$ cat src/rtl/mem_arbiter.sv
// mem_arbiter: shares one single-port memory between the fetch stage and
// the MEM-stage data port.
//
// Fetch port : i_if_req, i_if_addr in; o_if_rdata, o_if_valid out.
// Data port  : i_dm_req, i_dm_we, i_dm_addr, i_dm_wdata in;
//              o_dm_rdata, o_dm_valid out.
// Memory     : o_mem_req, o_mem_we, o_mem_addr, o_mem_wdata out;
//              i_mem_ack, i_mem_rdata in (read data valid with ack).
// Pipeline   : o_stall_F, o_stall_M hold pipeline registers while the
//              matching request is outstanding.
// Status     : o_err pulses for one cycle when a grant times out.
//
// Data requests normally win. Fetch is guaranteed service after
// STARVE_LIMIT consecutive lost arbitrations. Completions are registered,
// so a request issued in cycle n produces its valid pulse no earlier than
// cycle n+2.
module mem_arbiter #(
    parameter int DATA_WIDTH   = 32,
    parameter int ADDR_WIDTH   = 32,
    parameter int STARVE_LIMIT = 4,
    parameter int TIMEOUT      = 255
) (
    input  logic                  clk,
    input  logic                  rst,
    input  logic                  i_if_req,
    input  logic [ADDR_WIDTH-1:0] i_if_addr,
    output logic [DATA_WIDTH-1:0] o_if_rdata,
    output logic                  o_if_valid,
    input  logic                  i_dm_req,
    input  logic                  i_dm_we,
    input  logic [ADDR_WIDTH-1:0] i_dm_addr,
    input  logic [DATA_WIDTH-1:0] i_dm_wdata,
    output logic [DATA_WIDTH-1:0] o_dm_rdata,
    output logic                  o_dm_valid,
    output logic                  o_mem_req,
    output logic                  o_mem_we,
    output logic [ADDR_WIDTH-1:0] o_mem_addr,
    output logic [DATA_WIDTH-1:0] o_mem_wdata,
    input  logic                  i_mem_ack,
    input  logic [DATA_WIDTH-1:0] i_mem_rdata,
    output logic                  o_stall_F,
    output logic                  o_stall_M,
    output logic                  o_err
);

    localparam logic [1:0] S_IDLE   = 2'd0;
    localparam logic [1:0] S_GNT_IF = 2'd1;
    localparam logic [1:0] S_GNT_DM = 2'd2;

    localparam int SW = $clog2(STARVE_LIMIT + 1);
    localparam int WW = $clog2(TIMEOUT + 1);
    localparam logic [SW-1:0] STARVE_MAX = SW'(STARVE_LIMIT);
    // Timeout fires on the edge where wait_cnt would reach TIMEOUT.
    localparam logic [WW-1:0] WAIT_LAST  = WW'(TIMEOUT - 1);

    logic [1:0]            state_q,     state_d;
    logic [SW-1:0]         starve_q,    starve_d;
    logic [WW-1:0]         wait_q,      wait_d;
    logic                  mem_req_q,   mem_req_d;
    logic                  mem_we_q,    mem_we_d;
    logic [ADDR_WIDTH-1:0] mem_addr_q,  mem_addr_d;
    logic [DATA_WIDTH-1:0] mem_wdata_q, mem_wdata_d;
    logic [DATA_WIDTH-1:0] if_rdata_q,  if_rdata_d;
    logic                  if_valid_q,  if_valid_d;
    logic [DATA_WIDTH-1:0] dm_rdata_q,  dm_rdata_d;
    logic                  dm_valid_q,  dm_valid_d;
    logic                  err_q,       err_d;
    logic                  fetch_win;

    // Fetch wins when alone, or when it has been starved long enough.
    assign fetch_win = i_if_req & (~i_dm_req | (starve_q == STARVE_MAX));

    always_comb begin
        state_d     = state_q;
        starve_d    = starve_q;
        wait_d      = wait_q;
        mem_req_d   = mem_req_q;
        mem_we_d    = mem_we_q;
        mem_addr_d  = mem_addr_q;
        mem_wdata_d = mem_wdata_q;
        if_rdata_d  = if_rdata_q;
        dm_rdata_d  = dm_rdata_q;
        if_valid_d  = 1'b0;
        dm_valid_d  = 1'b0;
        err_d       = 1'b0;

        case (state_q)
            S_IDLE: begin
                // i_mem_ack is deliberately ignored here.
                if (fetch_win) begin
                    state_d     = S_GNT_IF;
                    mem_req_d   = 1'b1;
                    mem_we_d    = 1'b0;
                    mem_addr_d  = i_if_addr;
                    mem_wdata_d = '0;
                    starve_d    = '0;
                    wait_d      = '0;
                end else if (i_dm_req) begin
                    state_d     = S_GNT_DM;
                    mem_req_d   = 1'b1;
                    mem_we_d    = i_dm_we;
                    mem_addr_d  = i_dm_addr;
                    mem_wdata_d = i_dm_wdata;
                    wait_d      = '0;
                    if (i_if_req && (starve_q != STARVE_MAX)) begin
                        starve_d = starve_q + SW'(1);
                    end
                end
            end
            S_GNT_IF, S_GNT_DM: begin
                if (i_mem_ack) begin
                    state_d   = S_IDLE;
                    mem_req_d = 1'b0;
                    if (state_q == S_GNT_IF) begin
                        if_valid_d = 1'b1;
                        if_rdata_d = i_mem_rdata;
                    end else begin
                        dm_valid_d = 1'b1;
                        if (!mem_we_q) begin
                            dm_rdata_d = i_mem_rdata;
                        end
                    end
                end else if (wait_q == WAIT_LAST) begin
                    // Give up: complete the requester with zero data.
                    state_d   = S_IDLE;
                    mem_req_d = 1'b0;
                    err_d     = 1'b1;
                    if (state_q == S_GNT_IF) begin
                        if_valid_d = 1'b1;
                        if_rdata_d = '0;
                    end else begin
                        dm_valid_d = 1'b1;
                        dm_rdata_d = '0;
                    end
                end else begin
                    wait_d = wait_q + WW'(1);
                end
            end
            default: begin
                state_d   = S_IDLE;
                mem_req_d = 1'b0;
            end
        endcase
    end

    always_ff @(posedge clk) begin
        if (!rst) begin
            state_q     <= S_IDLE;
            starve_q    <= '0;
            wait_q      <= '0;
            mem_req_q   <= 1'b0;
            mem_we_q    <= 1'b0;
            mem_addr_q  <= '0;
            mem_wdata_q <= '0;
            if_rdata_q  <= '0;
            if_valid_q  <= 1'b0;
            dm_rdata_q  <= '0;
            dm_valid_q  <= 1'b0;
            err_q       <= 1'b0;
        end else begin
            state_q     <= state_d;
            starve_q    <= starve_d;
            wait_q      <= wait_d;
            mem_req_q   <= mem_req_d;
            mem_we_q    <= mem_we_d;
            mem_addr_q  <= mem_addr_d;
            mem_wdata_q <= mem_wdata_d;
            if_rdata_q  <= if_rdata_d;
            if_valid_q  <= if_valid_d;
            dm_rdata_q  <= dm_rdata_d;
            dm_valid_q  <= dm_valid_d;
            err_q       <= err_d;
        end
    end

    assign o_mem_req   = mem_req_q;
    assign o_mem_we    = mem_we_q;
    assign o_mem_addr  = mem_addr_q;
    assign o_mem_wdata = mem_wdata_q;
    assign o_if_rdata  = if_rdata_q;
    assign o_if_valid  = if_valid_q;
    assign o_dm_rdata  = dm_rdata_q;
    assign o_dm_valid  = dm_valid_q;
    assign o_err       = err_q;

    // Stalls release combinationally in the valid cycle.
    assign o_stall_F = i_if_req & ~if_valid_q;
    assign o_stall_M = i_dm_req & ~dm_valid_q;

endmodule

$ cat config.mk
export PLATFORM = sky130hd
export DESIGN_NAME = mem_arbiter
export DESIGN_NICKNAME = d
export VERILOG_FILES = /design/src/rtl/mem_arbiter.sv
export SDC_FILE = /design/constraint.sdc
export NUM_CORES = 1
export LEC_CHECK = 0
export BUFFER_PORTS_ARGS = -buffer_cell sky130_fd_sc_hd__buf_2
export CAP_MARGIN = 20
export CORE_MARGIN = 5
export CORE_UTILIZATION = 51
export CTS_BUF_LIST = sky130_fd_sc_hd__clkbuf_8
export CTS_CLUSTER_DIAMETER = 80
export DETAILED_ROUTE_END_ITERATION = 6
export PLACE_DENSITY = 0.85
export SLEW_MARGIN = 40
export SYNTH_ARGS = -nofsm -noshare
export SYNTH_HDL_FRONTEND = slang
export SYNTH_SLANG_ARGS = --single-unit
$ cat constraint.sdc
create_clock -name clk -period 2.69 [get_ports clk]
set_input_delay 0.1345 -clock clk [delete_from_list [all_inputs] [get_ports clk]]
set_output_delay 0.1345 -clock clk [all_outputs]
set_load 0.05 [all_outputs]
==> flow_metrics.tcl, run 1 <==
set metrics [dict create \
    ys_ff_latch 146 \
    ys_types 38 \
    dp_cells 942 \
    first_iter_violations 627 \
    nets 1094 \
    syn_area_per_cell_um2 9.38 \
    rsz0062_at_grt "no" \
    synthMuxAreaShare 0.00209 \
    report.final.slew_viol_count 0 \
    h-tree-depth 4 \
    grt.total_usage 0.309 \
    cts_root_buffer "clkbuf_8" \
    peakVddDrop_mv 0.407 \
    drt-total-wl_um 20500 \
    synth_compound_area_frac 0.253 \
    io_buffers 268 \
    min_period_ns 2.42 \
    reg2reg_to "o_mem_addr[6]" \
    route.detailed.drc 0 \
    cts.clk_slew.worst_paths_ns 0.10 \
    dpl.hpwl_um 11900 \
    ant_nets 0 \
    instances_no_fill 1103 \
    fin_crit_sh 0.899 \
    final-setup-viol-count 0 \
    swShare 0.363 \
    worstHoldStart "i_mem_ack" \
    holdPathEnd "o_err" \
    final_core_util 0.819 \
    hold_path_depth 3 \
    cts_tree "built" \
    synth.yosys.seq_area_share 0.543 \
    yosysWarnings 0 \
    start_kind "flop" \
    cp_data_required_time_ns 3.07 \
    initial_utilization 0.521 \
    wl_per_cell_um 18.5 \
    synthCells 574 \
    antenna_cells 0 \
    p_int_w 0.00359 \
    r2r_start "starve_q[0]" \
    die_area_mm2 0.0127 \
    clock.fmax_mhz 414 \
    drv_cap 0 \
    leakagePower_nw 4.03 \
    grt_pass1_wl_um 31900 \
    pin_count 269 \
    fp.dieH_um 113 \
    route.vias.total 6207 \
    switchingPower_w 0.00205 \
    grt-ovfl-total 0 \
    ys.flop_type "dfxtp_1" \
    hold_class "in2reg" \
    crit_path_max_fanout 33 \
    synth-simple-area-share 0.136 \
    fin_setup_tns_ns 0 \
    power_frac_seq 0.427 \
    drt_first_pass_iters 6 \
    synth_xor_area_frac 0 \
    crit_start "starve_q[0]" \
    slew_headroom 0.551 \
    fin_skew_ns 0.0187 \
    netlist_area_mm2 0.00538 \
    die_w_um 113 \
    place_congestion 0.855 \
    ff2ff_path_depth 7 \
    cts_buffers 17 \
    clock_latency_ns 0.43 \
    cp_data_arrival_time_ns 2.80 \
    reg2reg_slack_ns 0.27 \
    drive_gt1_frac 0.335 \
    critPathKind "reg2reg" \
    grt_max_degree 98 \
    synth_top_family_by_area "compound AO/OA/AOI/OAI gates" \
    rows 37 \
    combPwrFrac 0.270 \
    hold_violations 0 \
    synth-edff-count 0 \
    cts.sinks 146 \
    syn2layout_area_growth_pct 57.0 \
    antenna_found_initial 0 \
    critical_path.endpoint_type "flop" \
    cts_buffer_depth 2 \
    viasPerCell 5.63 \
    power_frac_clock 0.302 \
    grt_pass1_vias 6203 \
    outcome "complete, no violations" \
    post_cts_buffers 0 \
    p_per_area_mw_per_mm2 667 \
    async_flop_share 0 \
    synthAdderAreaFrac 0.0139 \
    worstMarginPinSlew_ns 0.671 \
    syn_nets 714 \
    coreArea_mm2 0.0103 \
]
cells in the mapped netlist (all sizes together), types with 2 or more instances:
cell | number | area [µm²]
nor3b | 2 | 15.0
a211oi | 2 | 25.0
nor3 | 5 | 25.0
a31oi | 38 | 244
or3 | 2 | 12.5
inv | 8 | 30.0
o21a | 4 | 37.5
nor2b | 2 | 12.5
nor2 | 4 | 15.0
nand3 | 36 | 180
a22o | 67 | 587
and2 | 2 | 12.5
nand2 | 108 | 405
nand2b | 2 | 12.5
a21oi | 43 | 219
ha | 6 | 75.1
clkbuf | 21 | 78.8
buf | 25 | 169
and3 | 3 | 18.8
dfxtp | 146 | 2920
o21ai | 38 | 194
cells in the final DEF, fill, tap and decap left out, drive strengths merged, types with 2 or more instances in the layout:
| master | netlist | final |
|---|---|---|
| dfxtp | 146 | 146 |
| ha | 6 | 6 |
| nor3b | 2 | 2 |
| a211oi | 2 | 2 |
| a22o | 67 | 67 |
| inv | 8 | 16 |
| nor2b | 2 | 2 |
| o21a | 4 | 4 |
| a21oi | 43 | 43 |
| buf | 25 | 278 |
| and2 | 2 | 2 |
| dlygate4sd3 | 0 | 129 |
| nand2 | 108 | 108 |
| and3 | 3 | 3 |
| nand3 | 36 | 36 |
| a31oi | 38 | 38 |
| nor2 | 4 | 4 |
| clkinv | 0 | 3 |
| nor3 | 5 | 5 |
| or3 | 2 | 2 |
| clkinvlp | 0 | 3 |
| nand2b | 2 | 2 |
| o21ai | 38 | 38 |
| clkbuf | 21 | 17 |
sequential cells by signal (all words and copies together) (netlist names), 2 cells and up:
signal	flops
o_if_rdata	32
o_mem_addr	32
starve_q	3
wait_q	8
o_mem_wdata	32
state_q	2
o_dm_rdata	32
area by class of cell:
type / count / area (µm²)
sequential: 146 / 2920
timing repair buffer: 407 / 2730
multi-input combinational: 374 / 2200
fill: 557 / 1870
clock buffer: 17 / 234
tap: 136 / 170
clock inverter: 15 / 164
inverter: 8 / 30.0
power by group through the flow:
stage | registers (W) | logic (W) | clock network [W]
floorplan | 0.00296 | 0.000394 | 0
global placement | 0.00244 | 0.00124 | 0
detailed placement | 0.00244 | 0.00127 | 0
CTS | 0.00240 | 0.00147 | 0.00172
global route | 0.00243 | 0.00160 | 0.00181
finish | 0.00241 | 0.00152 | 0.00171
metal layers:
layer	part of all wire	GRT usage	vias up
li1	-	-	2824
met2	0.49	0.537	434
met3	0.11	0.0920	66
met5	0	0	-
met1	0.36	0.348	2883
met4	0.038	0.143	0
worst max-delay path, stage by stage (launching register included):
cell           delay, ns
dfxtp_1             0.34
inv_1               0.07
ha_1                0.17
a21bo_2             0.19
and2_2              0.59
nand2_1             0.18
a31oi_1             0.25
dlygate4sd3_1       0.58
cell families (layout without fill, tap and decap cells):
logic type,Yosys count,in the layout
AO/OA/AOI/OAI,198,198
AND/OR/NAND/NOR,169,169
flip-flops,146,146
buffers and inverters,54,447
adder cells (fa/ha/maj),6,6
multiplexers,1,1
stage by stage:
step                power [W]  worst slack [ns]  instance area, µm²  hold WS, ns
floorplan             0.00335              1.06                5380        0.260
global placement      0.00368             0.697                6760        0.363
detailed placement    0.00371             0.665                6760        0.368
CTS                   0.00559             0.226                8450       0.0908
global route          0.00584             0.156                8450        0.111
finish                0.00564             0.272                8450        0.120
how the worst max path moves through the flow:
stage          cells after the start        endpoint
2_1_floorplan                      7  o_dm_rdata[10]
3_3_place_gp                       6  o_mem_addr[26]
3_5_place_dp                       6   o_if_rdata[6]
4_1_cts                            8   o_mem_addr[5]
5_1_grt                            8  o_mem_addr[29]
6_report                           7   o_mem_addr[6]
what timing repair did:
action,in CTS,in global routing
hold endpoints to repair,129,0
endpoints found under the setup margin,0,12
resized for setup,0,1
hold buffers,129,0
Power figures use the tool's default switching activity.
==> inputs of run 2 (changes only) <==
Settings changed: CORE_UTILIZATION 51 to 49, CTS_BUF_LIST sky130_fd_sc_hd__clkbuf_8 to unset, MAX_ROUTING_LAYER set to met4, PLACE_DENSITY 0.85 to 0.82.
==> run 2 against run 1 <==
Core utilization shrank 1.1 points. Critical path depth grew 1. Non-clock buffer count grew 1. Clock skew shrank 0.0090 ns. Register-to-register slack lost 0.06 ns. Sequential power is essentially flat. Clock power grew 50%. Via count grew 0.81%. Clock-buffer cell count grew 2. Sequential cell count is the same. Largest cell class unchanged. Largest power group is now the clock network. Highest routed layer unchanged.
==> flow_metrics.tcl, run 2 (same netlist as run 1, synthesis figures left out) <==
set metrics [dict create \
    hold_path_depth 4 \
    holdPathEnd "starve_q[2]" \
    nets 1095 \
    grt_pass1_wl_um 33000 \
    io_buffers 268 \
    antenna_found_initial 0 \
    r2r_start "starve_q[0]" \
    pin_count 269 \
    crit_slowest_cell "dlygate4sd3_1" \
    drt-total-wl_um 21500 \
    crit_path_max_fanout 57 \
    grt-ovfl-total 0 \
    outcome "complete, no violations" \
    cts-resized-gates 0 \
    worstMarginPinSlew_ns 0.659 \
    min_period_ns 2.48 \
    die_w_um 115 \
    hold_class "in2reg" \
    cp_data_required_time_ns 3.15 \
    fin_skew_ns 0.00966 \
    first_iter_violations 702 \
    grt_pass1_vias 6485 \
    clock_latency_ns 0.53 \
    drive_gt1_frac 0.334 \
    wl_per_cell_um 19.4 \
    post_cts_buffers 0 \
    worstHoldStart "i_dm_req" \
    fillCellCount 600 \
    cts_buffers 17 \
    dpl.hpwl_um 11900 \
    initial_utilization 0.499 \
    critPathKind "reg2reg" \
    final_common_cell "buf_2" \
    postCtsHoldBufs 130 \
    cts_buffer_depth 2 \
    crit_path_max_incr_delay_ns 0.61 \
    slew_headroom 0.560 \
    viasPerCell 5.64 \
    clock.fmax_mhz 404 \
    place_congestion 0.887 \
    cts_root_buffer "clkbuf_8" \
    peakVddDrop_mv 0.557 \
    start_kind "flop" \
    report.final.slew_viol_count 0 \
    rsz0062_at_grt "no" \
    route.detailed.drc 0 \
    grt.total_usage 0.328 \
    path_buf_inv 3 \
    cts_tree "built" \
    fp.dieH_um 115 \
    holdWs_ns 0.0304 \
    final-setup-viol-count 0 \
    rows 38 \
    fin_setup_tns_ns 0 \
    die_area_mm2 0.0132 \
    cts.clk_slew.worst_paths_ns 0.06 \
    grt_max_degree 58 \
    p_per_area_mw_per_mm2 747 \
    final_cell_mix "buf_2 (268), dfxtp_1 (146), dlygate4sd3_1 (130), nand2_1 (107), a22o_1 (67)" \
    drv_cap 0 \
    ff2ff_path_depth 8 \
    critical_path.endpoint_type "flop" \
    critical_path.top_delay_family "buffers and inverters" \
    cp_data_arrival_time_ns 2.94 \
    h-tree-depth 4 \
    syn2layout_area_growth_pct 62.0 \
    crit_path_cell_trace "inv_1 -> ha_1 -> a21bo_2 -> nand2_2 -> buf_12 -> nand2_1 -> a31oi_1 -> dlygate4sd3_1" \
    ant_nets 0 \
    coreArea_mm2 0.0108 \
    reg2reg_slack_ns 0.21 \
    route.vias.total 6257 \
    hold_violations 0 \
    drt_first_pass_iters 5 \
    leakagePower_nw 4.14 \
    cts.sinks 146 \
    reg2reg_to "o_mem_addr[3]" \
    fin_crit_sh 0.921 \
]
run 2: tightest hold or removal path, delay by kind of cell:
| family | cells | cell delay (ns) |
|---|---|---|
| and+or+nand+nor | 2 | 0.15 |
| buffers and inverters | 1 | 0.15 |
| AOI/OAI and AO/OA | 1 | 0.06 |
run 2: power breakdown:
| part | internal (W) | leakage, nW | switching, W |
|---|---|---|---|
| clock | 0.00163 | 0.300 | 0.000930 |
| sequential | 0.00232 | 1.19 | 0.0000955 |
| combinational | 0.000512 | 2.65 | 0.00103 |
| total | 0.00446 | 4.14 | 0.00205 |
run 2: through the flow:
step | util | instances | power (W) | instance area, µm² | setup slack [ns]
4_1_cts | 0.808 | 1108 | 0.00645 | 8720 | 0.326
3_3_place_gp | 0.628 | 946 | 0.00369 | 6780 | 0.731
5_1_grt | 0.808 | 1108 | 0.00671 | 8720 | 0.00202
3_5_place_dp | 0.628 | 946 | 0.00373 | 6780 | 0.795
2_1_floorplan | - | 574 | 0.00335 | 5380 | 1.06
6_report | 0.808 | 1109 | 0.00651 | 8720 | 0.213
run 2: worst max-delay path by stage:
| stage | start | to | depth (start not counted) |
|---|---|---|---|
| finish | starve_q[0] | o_mem_addr[3] | 8 |
| global placement | starve_q[0] | o_mem_addr[23] | 6 |
| global route | state_q[1] | o_mem_addr[13] | 7 |
| detailed placement | wait_q[0] | o_dm_rdata[25] | 7 |
| CTS | state_q[0] | o_mem_addr[20] | 7 |
| floorplan | state_q[0] | o_dm_rdata[10] | 7 |
run 2: cell type report:
class,instances,area [µm²],area share
diodes,1,2.50,0.000287
clock buffers,19,432,0.0495
clock inverters,13,208,0.0238
inverters,8,30.0,0.00344
multi-input cells,374,2190,0.252
flip-flops and latches,146,2920,0.335
well taps,140,175,0.0201
repair buffers,408,2760,0.316
run 2: metal layers:
| layer | GRT usage | vias to the layer above | routed length, µm |
|---|---|---|---|
| li1 | - | 2827 | - |
| met1 | 0.342 | 2931 | 7680 |
| met2 | 0.570 | 412 | 10700 |
| met3 | 0.0974 | 87 | 2130 |
| met4 | 0.153 | 0 | 959 |
| met5 | - | - | 0 |
==> inputs of run 3 (changes only) <==
Settings changed: CORE_UTILIZATION 49 to 51, CTS_BUF_LIST set to sky130_fd_sc_hd__clkbuf_8, PLACE_DENSITY 0.82 to 0.85.
==> run 3 against run 2 <==
Wire length is 4.7% lower. Clock skew increased by 0.0083 ns. Register-to-register slack improved by 0.09 ns. Non-clock buffer count fell by 1. Clock power fell by 34%. Final cell count shrank 0.54%.
==> flow_metrics.tcl, run 3 (same netlist as run 1, synthesis figures left out) <==
set metrics [dict create \
    slew_headroom 0.555 \
    first_iter_violations 687 \
    grt_pass1_vias 6205 \
    grt_pass1_wl_um 31900 \
    outcome "complete, no violations" \
    critical_path.endpoint_type "flop" \
    p_per_area_mw_per_mm2 667 \
    route.vias.total 6223 \
    grt.total_usage 0.318 \
    pre_cts_ws_ns 0.665 \
    die_area_mm2 0.0127 \
    crit_path_cell_trace "inv_1 -> ha_1 -> a21bo_2 -> and2_2 -> nand2_1 -> a31oi_1 -> dlygate4sd3_1" \
    cts.sinks 146 \
    ant_nets 0 \
    path_buf_inv 2 \
    ff2ff_path_depth 7 \
    route.detailed.drc 0 \
    critical_path.top_delay_family "simple AND/OR/NAND/NOR gates" \
    grt-ovfl-total 0 \
    critPathKind "reg2reg" \
    final_common_cell "buf_2" \
    power_frac_clock 0.302 \
    fin_skew_ns 0.0179 \
    cp_data_required_time_ns 3.08 \
    nets 1094 \
    report.final.slew_viol_count 0 \
    switchingPower_w 0.00205 \
    crit_path_max_incr_delay_ns 0.58 \
    hold_class "in2reg" \
    cts_root_buffer "clkbuf_8" \
    drt-total-wl_um 20500 \
    die_w_um 113 \
    swShare 0.363 \
    placed_cell_area_mm2 0.00676 \
    drive_gt1_frac 0.335 \
    antenna_found_initial 0 \
    clock_latency_ns 0.44 \
    antenna_cells 0 \
    setup_ws_ns 0.301 \
    rows 37 \
    initial_utilization 0.521 \
    place_congestion 0.869 \
    finish.instance_area_mm2 0.00845 \
    hold_violations 0 \
    cts_tree "built" \
    wl_per_cell_um 18.6 \
    worstMarginPinSlew_ns 0.666 \
    syn2layout_area_growth_pct 57.0 \
    cp.depth 7 \
    cts.clk_slew.worst_paths_ns 0.10 \
    crit_path_max_fanout 33 \
    fp.dieH_um 113 \
    combPwrFrac 0.271 \
    p_int_w 0.00359 \
    clock.fmax_mhz 419 \
    min_period_ns 2.39 \
    final_cell_mix "buf_2 (268), dfxtp_1 (146), dlygate4sd3_1 (129), nand2_1 (107), a22o_1 (67)" \
    power_frac_seq 0.427 \
    viasPerCell 5.64 \
    holdWs_ns 0.115 \
    fin_setup_tns_ns 0 \
    dpl.hpwl_um 11900 \
    start_kind "flop" \
    fin_crit_sh 0.888 \
    drt_first_pass_iters 5 \
    final-setup-viol-count 0 \
    coreArea_mm2 0.0103 \
    crit_slowest_cell "and2_2" \
    cts_buffer_depth 2 \
    rsz0062_at_grt "no" \
    cts_buffers 17 \
    peakVddDrop_mv 0.407 \
    h-tree-depth 4 \
    pin_count 269 \
    leakagePower_nw 4.03 \
    grt_max_degree 98 \
    drv_cap 0 \
    cp_data_arrival_time_ns 2.78 \
    final_core_util 0.819 \
    hold_path_depth 3 \
    io_buffers 268 \
]
run 3: cell types whose count changed in the layout (fill, tap and decap cells not counted), moves of 2 or more:
cell,before,now
clkbuf_8,2,17
bufinv_16,5,1
clkbuf_16,16,0
clkinv_2,2,0
inv_8,0,3
inv_6,1,5
run 3: area by class of cell:
| type | count | area (µm²) |
|---|---|---|
| Clock buffer | 17 | 234 |
| Clock inverter | 15 | 164 |
| Fill cell | 557 | 1870 |
| Inverter | 8 | 30.0 |
| Multi-Input combinational cell | 374 | 2200 |
| Sequential cell | 146 | 2920 |
| Tap cell | 136 | 170 |
| Timing Repair Buffer | 407 | 2730 |
run 3: timing repair:
action | 4_1_cts | 5_1_grt
hold endpoints to repair | 129 | 0
resized for setup | 0 | 1
endpoints found under the setup margin | 0 | 12
hold buffers | 129 | 0
buffers inserted | 0 | 0
run 3: worst paths after layout:
path / startpoint / slack [ns] / endpoint
min: i_mem_ack / 0.11 / o_err
min reg2reg: o_mem_req / 0.45 / o_mem_req
max reg2reg: starve_q[0] / 0.30 / o_mem_addr[6]
max: starve_q[0] / 0.30 / o_mem_addr[6]
run 3: metal layers:
metal | vias up | GRT usage | wire (µm)
met4 | 0 | 0.139 | 822
li1 | 2825 | - | -
met2 | 425 | 0.537 | 10100
met1 | 2900 | 0.357 | 7460
met5 | - | - | 0
met3 | 73 | 0.0807 | 2150
run 3: through the flow:
step           std cells  total power [W]
3_3_place_gp         942          0.00368
2_1_floorplan        574          0.00335
3_5_place_dp         942          0.00371
6_report            1103          0.00564
4_1_cts             1103          0.00559
5_1_grt             1103          0.00584
run 3: power groups by stage:
stage | Clock, W | Combinational [W] | Sequential, W
5_1_grt | 0.00181 | 0.00160 | 0.00243
3_5_place_dp | 0 | 0.00127 | 0.00244
4_1_cts | 0.00172 | 0.00147 | 0.00240
3_3_place_gp | 0 | 0.00124 | 0.00244
6_report | 0.00170 | 0.00153 | 0.00241
2_1_floorplan | 0 | 0.000394 | 0.00296
run 3: worst min-delay path, stage by stage:
cell and delay (ns):
buf_2 0.15, nand3b_1 0.16, nor3_1 0.05
